===== config.mk =====
export PLATFORM = sky130hd
export DESIGN_NAME = timer_ctrl
export DESIGN_NICKNAME = d
export VERILOG_FILES = /design/src/rtl/timer_ctrl.sv
export SDC_FILE = /design/constraint.sdc
export NUM_CORES = 1
export LEC_CHECK = 0
export BUFFER_PORTS_ARGS = -buffer_cell sky130_fd_sc_hd__clkbuf_2
export CAP_MARGIN = 20
export CORE_MARGIN = 5
export CORE_UTILIZATION = 39
export DETAILED_ROUTE_END_ITERATION = 6
export HOLD_SLACK_MARGIN = 0.08
export PLACE_DENSITY = 0.7
export SLEW_MARGIN = 15
export SYNTH_ARGS = -nofsm -noshare
export SYNTH_HDL_FRONTEND = slang
export SYNTH_SLANG_ARGS = --single-unit

===== constraint.sdc =====
create_clock -name clk -period 1.3 [get_ports clk]
set_clock_uncertainty 0.15 [all_clocks]
set_input_delay 0.13 -clock clk [delete_from_list [all_inputs] [get_ports clk]]
set_output_delay 0.13 -clock clk [all_outputs]
set_load 0.1 [all_outputs]

===== src/rtl/timer_ctrl.sv =====
// timer_ctrl: start/pause/clear sequencing and period compare for an external counter chain.
// Optional prescaler: define TIMER_CTRL_PRESCALE_EN to add cfg_presc and tick qualification.
//
// state | meaning
// IDLE  | chain stopped, configuration writes accepted
// CLEAR | one-cycle synchronous clear of the chain
// RUN   | counting, compare cnt_val against period
// PAUSE | count held, waiting for resume or abort
module timer_ctrl #(
  parameter int W = 8
) (
  input  logic         clk,
  input  logic         clr,
  input  logic         cfg_wr,
  input  logic [W-1:0] cfg_period,
  input  logic         cfg_mode,
`ifdef TIMER_CTRL_PRESCALE_EN
  input  logic [7:0]   cfg_presc,
`endif
  input  logic         start,
  input  logic         stop,
  input  logic         irq_ack,
  input  logic [W-1:0] cnt_val,
  output logic         cten,
  output logic         cnt_clr_b,
  output logic         busy,
  output logic         expire,
  output logic         irq
);

  typedef enum logic [1:0] {
    S_IDLE  = 2'd0,
    S_CLEAR = 2'd1,
    S_RUN   = 2'd2,
    S_PAUSE = 2'd3
  } state_t;

  state_t       state_q;
  logic [W-1:0] period_q;
  logic         mode_q;
  logic         irq_q;
  logic         tick;
  logic         match;

`ifdef TIMER_CTRL_PRESCALE_EN
  logic [7:0] presc_q;
  logic [7:0] pcnt_q;

  // Down-counter reloads on terminal count; held outside RUN so PAUSE keeps phase.
  always_ff @(posedge clk) begin
    if (clr) begin
      presc_q <= '0;
      pcnt_q  <= '0;
    end else begin
      if (state_q == S_IDLE && cfg_wr) presc_q <= cfg_presc;
      if (state_q == S_CLEAR)
        pcnt_q <= presc_q;
      else if (state_q == S_RUN)
        pcnt_q <= (pcnt_q == 8'd0) ? presc_q : pcnt_q - 8'd1;
    end
  end

  assign tick = (pcnt_q == 8'd0);
`else
  assign tick = 1'b1;
`endif

  assign match = (state_q == S_RUN) && tick && (cnt_val == period_q);
  assign irq   = irq_q;

  always_comb begin
    cten      = 1'b0;
    cnt_clr_b = 1'b1;
    expire    = 1'b0;
    busy      = 1'b0;
    if (clr) begin
      cnt_clr_b = 1'b0;
    end else begin
      case (state_q)
        S_CLEAR: begin
          cnt_clr_b = 1'b0;
          busy      = 1'b1;
        end
        S_RUN: begin
          busy = 1'b1;
          if (match) begin
            expire = 1'b1;
            // Periodic re-clears the chain in the match cycle; one-shot leaves it at period.
            if (mode_q) cnt_clr_b = 1'b0;
            else        busy      = 1'b0;
          end else begin
            cten = tick & ~stop;
          end
        end
        S_PAUSE: busy = 1'b1;
        default: ;
      endcase
    end
  end

  always_ff @(posedge clk) begin
    if (clr) begin
      state_q  <= S_IDLE;
      period_q <= '0;
      mode_q   <= 1'b0;
      irq_q    <= 1'b0;
    end else begin
      irq_q <= expire | (irq_q & ~irq_ack);
      case (state_q)
        S_IDLE: begin
          if (cfg_wr) begin
            period_q <= cfg_period;
            mode_q   <= cfg_mode;
          end
          // Start is judged against the period held before any same-cycle write.
          if (start && !stop && (period_q != '0)) state_q <= S_CLEAR;
        end
        S_CLEAR: state_q <= stop ? S_IDLE : S_RUN;
        S_RUN: begin
          if (match) begin
            if (!mode_q)   state_q <= S_IDLE;
            else if (stop) state_q <= S_PAUSE;
          end else if (stop) begin
            state_q <= S_PAUSE;
          end
        end
        S_PAUSE: begin
          if (stop)       state_q <= S_IDLE;
          else if (start) state_q <= S_RUN;
        end
        default: state_q <= S_IDLE;
      endcase
    end
  end

endmodule

==> results by group, run 1 <==
Status
  • Status: finished, violations left
  • Failing checks: setup timing

Drt
  • DR iter-0 viols: 23
  • Met2 wire length: 1220 um
  • Top Layer Used: met4
  • Met1 WL: 900 um
  • Via density: 5.27
  • Residual DRC: 0
  • WL/cell: 14.7 um
  • Via count: 827
  • Detailed Route WL: 2310 um
  • Routed Antenna Nets: 0
  • Pre-antenna DRT Iters: 4
  • Met3 routed WL: 138 um

Worst setup path
  • Critical Path Source Type: flip-flop
  • CP startpoint: period_q[4]$_SDFFE_PP0P_
  • Required @ worst endpoint: 1.02 ns
  • Reg2reg start: period_q[2]$_SDFFE_PP0P_
  • Type of destination of the critical path: output pin
  • Critical path fanouts, max: 4
  • Crit path kind: reg -> out
  • Worst EP arrival: 1.63 ns

STA
  • Period utilization: 147%
  • Max-slew violation count: 0
  • Hold Fails Final Rpt: 0
  • Tmin final: 1.91 ns
  • Worst relative slew slack: 80.4%
  • RSZ-0062 raised after global routing: true
  • Fmax achieved: 0.523 GHz
  • Final setup margin: -0.614 ns
  • Worst Max-Slew Pin Slew: 0.292 ns
  • # setup viols final: 16

Logic synthesis
  • Post-synthesis sequential area ratio: 39.3%
  • Yosys Warn Count: 0
  • Number of synthesized register bits: 12
  • Post-synth top area share: 39.3%
  • Top cells by area, synth: dfxtp_1, nand2_1, xnor2_1
  • Synth area leader: dfxtp_1
  • Post-Syn Nets: 103
  • Cells after Synth: 80
  • Distinct cell type count after synthesis: 22
  • Post-Syn Area per Cell: 7.63 um2
  • Cell area after synthesis: 611 um2

Pwr
  • Peak VDD IR: 789 uV
  • P per Cell Area: 841 mW/mm2
  • Final Power: 1.09 mW
  • Leakage: 0.573 nW

Clock network
  • Root Driver: clkbuf_4
  • TritonCTS Buffers: 3
  • Skew-Pair Late Insertion Delay: 0.28 ns
  • H-Tree Depth: 1
  • Clk buf depth: 2
  • CTS tree: yes
  • Clock sinks: 12
  • Worst-path clk slew: 0.09 ns

Finish
  • Core Util, Final: 87.0%
  • Final Cell Area: 0.00129 mm2
  • Nets: 165
  • Layout cell share with drive strength beyond 1: 54.6%
  • Diode count: 0
  • Area grow syn2layout: 112%
  • Fillers: 71

Worst hold path
  • Worst Hold Class: in -> reg
  • Hold_sp: cfg_wr

Floorplan
  • Core area: 0.00149 mm2
  • Die area: 0.00246 mm2
  • Row cnt: 14
  • I/O pins: 28
  • Die X: 49.6 um
  • Initial Utilization: 41.0%
  • Height of the chip: 49.6 um

GRT
  • First-pass GRT wire length: 3480 um
  • Vias in the first global route: 800
  • GRT Util Overall: 18.3%
  • Congestion Overflow GR: 0
  • Largest net degree at the start of global routing: 10
  • Initial antenna violation count: 0

Placed design
  • Placer Congestion: 0.798
  • Detailed Place HPWL: 1450 um
  • # port buffers: 27
  • Post-DP Area: 0.00105 mm2

Run
  • Max-cap violation count: 0
==> metrics by stage <==
| step | worst slack, ns | setup TNS [ns] | hold WS (ns) | std cells |
|---|---|---|---|---|
| global route | -0.732 | -4.59 | 0.120 | 157 |
| CTS | -0.598 | -2.78 | 0.0965 | 157 |
| finish | -0.614 | -3.28 | 0.112 | 157 |
| detailed placement | -0.339 | -1.74 | 0.202 | 141 |
| global placement | -0.316 | -1.50 | 0.193 | 141 |
| floorplan | -0.837 | -3.33 | 0.108 | 80 |
==> cells in the final DEF (no fill, tap or decap), types with 2 or more instances in the layout <==
cell	netlist	final
a21oi_1	10	9
buf_12	0	6
buf_4	0	20
clkbuf_2	0	22
clkbuf_4	0	3
dfxtp_1	12	4
dfxtp_2	0	8
dlygate4sd3_1	0	12
inv_1	2	2
nand2_1	21	20
nand2b_1	2	2
nand4_1	2	2
nor2_1	5	3
nor2b_1	2	2
o22ai_1	2	2
xnor2_2	0	7
==> path summary, 6_finish.rpt <==
path                                            endpoint  slack (ns)  cells after the start
worst max-delay path                              expire       -0.61                      5
worst min register to register  period_q[7]$_SDFFE_PP0P_        0.46                      3
worst max register to register   state_q[0]$_SDFFE_PP0P_       -0.19                      5
worst min-delay path            period_q[4]$_SDFFE_PP0P_        0.11                      4
==> critical path, stage by stage (launching register included) <==
cell	delay, ns
dfxtp_2	0.36
xnor2_2	0.11
nand4_1	0.18
buf_4	0.19
nor4_4	0.28
buf_12	0.22
==> registers in the layout, indices dropped and copies added (netlist names) <==
name      count
period_q      8
state_q       2
irq           1
mode_q        1
==> synth_stat cells <==
cell / number
nand2_1: 21
dfxtp_1: 12
a21oi_1: 10
xnor2_1: 8
nor2_1: 5
clkbuf_1: 2
inv_1: 2
nand2b_1: 2
nand4_1: 2
nor2b_1: 2
nor4_1: 2
o22ai_1: 2
a211oi_1: 1
a311oi_1: 1
a32oi_1: 1
and2_1: 1
buf_2: 1
nor3b_1: 1
nor4_2: 1
o21ai_0: 1
o31ai_1: 1
or2_1: 1
==> metal layers <==
metal / track usage, % / up-vias
met3: 4.82 / 8
met1: 20.3 / 385
met2: 32.2 / 35
li1: - / 399
met5: 0 / -
met4: 7.86 / 0
==> cell families (layout without fill, tap and decap cells) <==
group | after synthesis | after routing | share of synthesized area (%)
buffers and inverters | 5 | 66 | 3.28
AOI/OAI and AO/OA | 17 | 17 | 16.4
and+or+nand+nor | 38 | 38 | 29.5
xor gates and xnor gates | 8 | 8 | 11.5
DFF | 12 | 12 | 39.3
==> final cells by class <==
type	count	area, um2	area share [%]
Timing Repair Buffer	60	500	38.6
Multi-Input combinational cell	63	480	37.1
Sequential cell	12	250	19.3
Clock buffer	4	36.3	2.80
Tap cell	16	20.0	1.55
Inverter	2	7.51	0.580
==> where the power goes <==
group          switching [mW]  internal, mW
Sequential             0.0217         0.394
Clock                   0.133         0.170
Combinational           0.176         0.195
Total                   0.331         0.759
==> timing repair <==
item,in CTS,in global routing
hold buffers,12,0
resized for setup,12,6
endpoints found under the setup margin,16,16
hold endpoints to repair,11,0
setup buffers,2,0
pin swaps,9,4
Power figures use the tool's default switching activity.
==> run 2: changes to the inputs <==
--- a/config.mk
+++ b/config.mk
@@ -11,7 +11,7 @@
 export CORE_UTILIZATION = 39
 export DETAILED_ROUTE_END_ITERATION = 6
 export HOLD_SLACK_MARGIN = 0.08
-export PLACE_DENSITY = 0.7
+export PLACE_DENSITY = 0.71
 export SLEW_MARGIN = 15
 export SYNTH_ARGS = -nofsm -noshare
 export SYNTH_HDL_FRONTEND = slang
==> constraint.sdc (replaced) <==
create_clock -name clk -period 1.3 [get_ports clk]
set_clock_uncertainty 0.15 [all_clocks]
set_input_delay 0.39 -clock clk [delete_from_list [all_inputs] [get_ports clk]]
set_output_delay 0.39 -clock clk [all_outputs]
set_load 0.1 [all_outputs]
==> results by group, run 2 (synthesis gave the netlist of run 1 again) <==
Status
  • Status: finished, violations left
  • Failing checks: setup timing

Finish
  • Max FFs per register: 8
  • Diode count: 0
  • Regs by FF count: period_q x8, state_q x2
  • Layout cell share with drive strength beyond 1: 76.3%
  • Reg with most FFs: period_q
  • Area grow syn2layout: 121%
  • Final Cell Area: 0.00135 mm2
  • Multi-input logic area: 556 um2
  • Fillers: 68
  • Most frequent cells in the layout: buf_4, clkbuf_2, nand2_1, dfxtp_2, a21oi_2
  • Nets: 163
  • Reg area: 253 um2
  • Core Util, Final: 90.7%
  • Finished Layout Cells: 155
  • Most common cell after layout, fill and taps aside: buf_4

STA
  • Worst Max-Slew Pin Slew: 0.306 ns
  • RSZ-0062 raised after global routing: true
  • Hold Fails Final Rpt: 0
  • Final hold slack: 0.183 ns
  • Tmin final: 2.20 ns
  • Max-slew violation count: 0
  • Worst relative slew slack: 79.4%
  • Final setup margin: -0.903 ns
  • Fmax achieved: 0.454 GHz
  • # setup viols final: 17
  • Setup TNS Final: -4.52 ns
  • Period utilization: 169%

GRT
  • First-pass GRT wire length: 3380 um
  • Vias in the first global route: 832
  • Initial antenna violation count: 0
  • Congestion Overflow GR: 0
  • Largest net degree at the start of global routing: 10
  • GRT Util Overall: 17.0%

Floorplan
  • Initial Utilization: 41.0%
  • Die area: 0.00246 mm2
  • I/O pins: 28
  • Core area: 0.00149 mm2
  • Row cnt: 14
  • Die X: 49.6 um
  • Height of the chip: 49.6 um

Worst setup path
  • Critical path fanouts, max: 4
  • Worst EP arrival: 1.66 ns
  • Required @ worst endpoint: 0.76 ns
  • Worst reg2reg path depth: 5
  • Critical Path Source Type: flip-flop
  • Worst setup endpoint: cnt_clr_b
  • Max stage delay on crit path: 0.34 ns
  • Reg-to-reg endpoint: irq$_SDFF_PP0_
  • Critical Path, Cell by Cell: xnor2_2 -> nand4_1 -> buf_4 -> nor2_4 -> a311oi_4 -> buf_12
  • R2R Setup Slk: -0.20 ns
  • Type of destination of the critical path: output pin
  • Reg2reg start: period_q[0]$_SDFFE_PP0P_
  • Crit path kind: reg -> out
  • CP startpoint: period_q[0]$_SDFFE_PP0P_
  • Worst path slowest cell: dfxtp_2

Drt
  • Via density: 5.42
  • Via count: 840
  • WL/cell: 17.4 um
  • Routed Antenna Nets: 0
  • DR iter-0 viols: 14
  • Residual DRC: 0
  • Detailed Route WL: 2700 um
  • Pre-antenna DRT Iters: 4

Clock network
  • TritonCTS Buffers: 3
  • Skew-Pair Late Insertion Delay: 0.28 ns
  • Hold_buf cts: 0
  • Clk buf depth: 2
  • CTS tree: yes
  • Clock sinks: 12
  • H-Tree Depth: 1
  • Root Driver: clkbuf_4
  • Worst-path clk slew: 0.08 ns

Placed design
  • Detailed Place HPWL: 1450 um
  • # port buffers: 27
  • Post-DP Area: 0.00111 mm2
  • Placed Instances: 146
  • Placer Congestion: 0.811

Pwr
  • Peak VDD IR: 803 uV
  • Leakage: 0.610 nW
  • P per Cell Area: 852 mW/mm2

Worst hold path
  • Hold_sp: cfg_period[2]
  • Worst Hold Class: in -> reg

Run
  • Max-cap violation count: 0
run 2: timing repair:
action	CTS	global route
pin swaps	9	28
setup buffers	1	4
endpoints found under the setup margin	17	17
resized for setup	18	32
cloned	1	0
run 2: worst min path at each step:
| stage | to | slack [ns] | depth (start not counted) |
|---|---|---|---|
| 2_1_floorplan | period_q[4]$_SDFFE_PP0P_ | 0.31 | 2 |
| 3_3_place_gp | period_q[4]$_SDFFE_PP0P_ | 0.44 | 3 |
| 3_5_place_dp | period_q[6]$_SDFFE_PP0P_ | 0.44 | 3 |
| 4_1_cts | period_q[7]$_SDFFE_PP0P_ | 0.17 | 3 |
| 5_1_grt | period_q[5]$_SDFFE_PP0P_ | 0.18 | 3 |
| 6_report | period_q[2]$_SDFFE_PP0P_ | 0.18 | 3 |
run 2: critical path: cells and delay by family, from the launching register on:
family          cells  cell delay, ns
simple gates        2            0.37
buf+inv             2            0.40
flops               1            0.34
xor+xnor            1            0.14
compound gates      1            0.12
run 2: layout make-up:
class                   count  area share, %
clock buffers               4           2.69
repair buffers             58           35.4
well taps                  16           1.48
multi-input cells          63           41.1
flip-flops and latches     12           18.7
inverters                   2          0.556
run 2: routing by layer:
| layer | part of all wire (%) | track usage (%) |
|---|---|---|
| met5 | 0 | 0 |
| met4 | 5.7 | 7.42 |
| met3 | 4.0 | 2.41 |
| met2 | 53 | 30.7 |
| met1 | 38 | 19.3 |
run 2: through the flow:
step,worst slack (ns),power (mW)
detailed placement,-0.757,0.731
floorplan,-1.03,0.574
finish,-0.903,1.15
global route,-1.04,1.20
global placement,-0.714,0.724
CTS,-0.901,1.06
run 2: power breakdown:
part | internal [mW] | switching, mW | leakage [nW] | total [mW]
logic | 0.214 | 0.208 | 0.486 | 0.422
registers | 0.394 | 0.0225 | 0.102 | 0.416
clock network | 0.170 | 0.141 | 0.0210 | 0.312
==> run 3: changes to the inputs <==
--- a/config.mk
+++ b/config.mk
@@ -5,7 +5,7 @@
 export SDC_FILE = /design/constraint.sdc
 export NUM_CORES = 1
 export LEC_CHECK = 0
-export BUFFER_PORTS_ARGS = -buffer_cell sky130_fd_sc_hd__clkbuf_2
+export BUFFER_PORTS_ARGS = -buffer_cell sky130_fd_sc_hd__buf_2
 export CAP_MARGIN = 20
 export CORE_MARGIN = 5
 export CORE_UTILIZATION = 39
==> results by group, run 3 (synthesis gave the netlist of run 1 again) <==
Worst setup path
  • Worst path slowest cell: dfxtp_4
  • Critical path fanouts, max: 3
  • Critical Path Source Type: flip-flop
  • Worst EP arrival: 1.77 ns
  • Crit path kind: reg -> out
  • Critical Path, Cell by Cell: xnor2_2 -> nand4_1 -> buf_4 -> nor4_4 -> buf_12
  • Max stage delay on crit path: 0.37 ns
  • Worst reg2reg path depth: 6
  • Required @ worst endpoint: 0.76 ns
  • Type of destination of the critical path: output pin

Finish
  • Nets: 164
  • Most frequent cells in the layout: buf_4, buf_2, nand2_1, a21oi_2, dfxtp_2
  • Core Util, Final: 93.4%
  • Diode count: 0
  • Final Cell Area: 0.00139 mm2
  • Regs by FF count: period_q x8, state_q x2
  • Area grow syn2layout: 128%
  • Reg with most FFs: period_q
  • Layout cell share with drive strength beyond 1: 80.7%
  • Most common cell after layout, fill and taps aside: buf_4
  • Max FFs per register: 8
  • Fillers: 49

Status
  • Status: finished, violations left
  • Failing checks: setup timing

Run
  • Max-cap violation count: 0

Floorplan
  • Die X: 49.6 um
  • Height of the chip: 49.6 um
  • Core area: 0.00149 mm2
  • I/O pins: 28
  • Initial Utilization: 41.0%
  • Row cnt: 14
  • Die area: 0.00246 mm2

STA
  • Period utilization: 177%
  • Final hold slack: 0.171 ns
  • Final setup margin: -1.01 ns
  • Worst Max-Slew Pin Slew: 0.307 ns
  • RSZ-0062 raised after global routing: true
  • Tmin final: 2.31 ns
  • Worst relative slew slack: 79.4%
  • Hold Fails Final Rpt: 0
  • Max-slew violation count: 0
  • # setup viols final: 17
  • Fmax achieved: 0.434 GHz

Clock network
  • TritonCTS Buffers: 3
  • Clock sinks: 12
  • Root Driver: clkbuf_4
  • Worst-path clk slew: 0.09 ns
  • H-Tree Depth: 1
  • Clk buf depth: 2
  • Skew-Pair Late Insertion Delay: 0.30 ns
  • CTS tree: yes

Pwr
  • Leakage: 0.600 nW
  • Final Power: 1.20 mW
  • P per Cell Area: 865 mW/mm2
  • Peak VDD IR: 1010 uV

Drt
  • Residual DRC: 0
  • DR iter-0 viols: 59
  • WL/cell: 22.5 um
  • Pre-antenna DRT Iters: 4
  • Via density: 6.02
  • Via count: 939
  • Routed Antenna Nets: 0
  • Detailed Route WL: 3520 um

Placed design
  • Placer Congestion: 0.788
  • Detailed Place HPWL: 1460 um
  • # port buffers: 27
  • Post-DP Area: 0.00108 mm2

GRT
  • Vias in the first global route: 914
  • Largest net degree at the start of global routing: 10
  • GRT Util Overall: 21.9%
  • Initial antenna violation count: 0
  • First-pass GRT wire length: 4170 um
  • Congestion Overflow GR: 0

Worst hold path
  • Hold path depth: 3
  • Worst Hold Class: in -> reg
[run 3: cell count changes in the layout (fill, tap and decap cells not counted), moves of 3 or more]
cell,change
nand2_4,-3
clkbuf_2,-22
buf_2,+22
buf_6,+4
nand2_2,+3
[run 3: layout make-up]
class                   count  area, um2  share of cell area (%)
clock buffers               4       36.3                    2.61
inverters                   2       7.51                   0.540
multi-input cells          63        588                    42.3
flip-flops and latches     12        259                    18.6
well taps                  16       20.0                    1.44
repair buffers             59        480                    34.5
[run 3: what timing repair did]
| action | CTS | global route |
|---|---|---|
| setup endpoints to repair | 16 | 17 |
| hold buffers | 0 | 0 |
| gates cloned | 1 | 0 |
| setup buffers | 4 | 4 |
| pin swaps | 19 | 12 |
| gates resized for setup | 31 | 28 |
[run 3: through the flow]
stage / TNS (ns) / setup WS, ns / std cells
global route: -6.27 / -1.07 / 156
detailed placement: -4.46 / -0.750 / 144
CTS: -3.68 / -0.829 / 153
global placement: -4.16 / -0.730 / 144
floorplan: -5.52 / -1.03 / 80
finish: -5.35 / -1.01 / 156
[run 3: worst paths after layout]
| path | from | endpoint | slack [ns] |
|---|---|---|---|
| worst max-delay path | period_q[6]$_SDFFE_PP0P_ | expire | -1.01 |
| worst min-delay path | cfg_period[0] | period_q[0]$_SDFFE_PP0P_ | 0.17 |
| worst max register to register | period_q[6]$_SDFFE_PP0P_ | irq$_SDFF_PP0_ | -0.42 |
| worst min register to register | period_q[5]$_SDFFE_PP0P_ | period_q[5]$_SDFFE_PP0P_ | 0.49 |
[run 3: routing by layer]
metal | global-route usage (%) | share of wire [%]
met1 | 24.0 | 36
met3 | 3.31 | 6.8
met5 | 0 | 0
met4 | 14.8 | 6.1
met2 | 37.7 | 51
[run 3: worst max-delay path: cells and delay by family (launching register included)]
kind | cells | cell delay (ns)
xor+xnor | 1 | 0.15
buf+inv | 2 | 0.44
flops | 1 | 0.37
simple gates | 2 | 0.51
[run 3: power breakdown]
part | total (mW) | leakage (nW) | internal, mW | switching (mW)
sequential | 0.420 | 0.103 | 0.392 | 0.0281
clock | 0.329 | 0.0210 | 0.171 | 0.158
combinational | 0.454 | 0.475 | 0.225 | 0.229
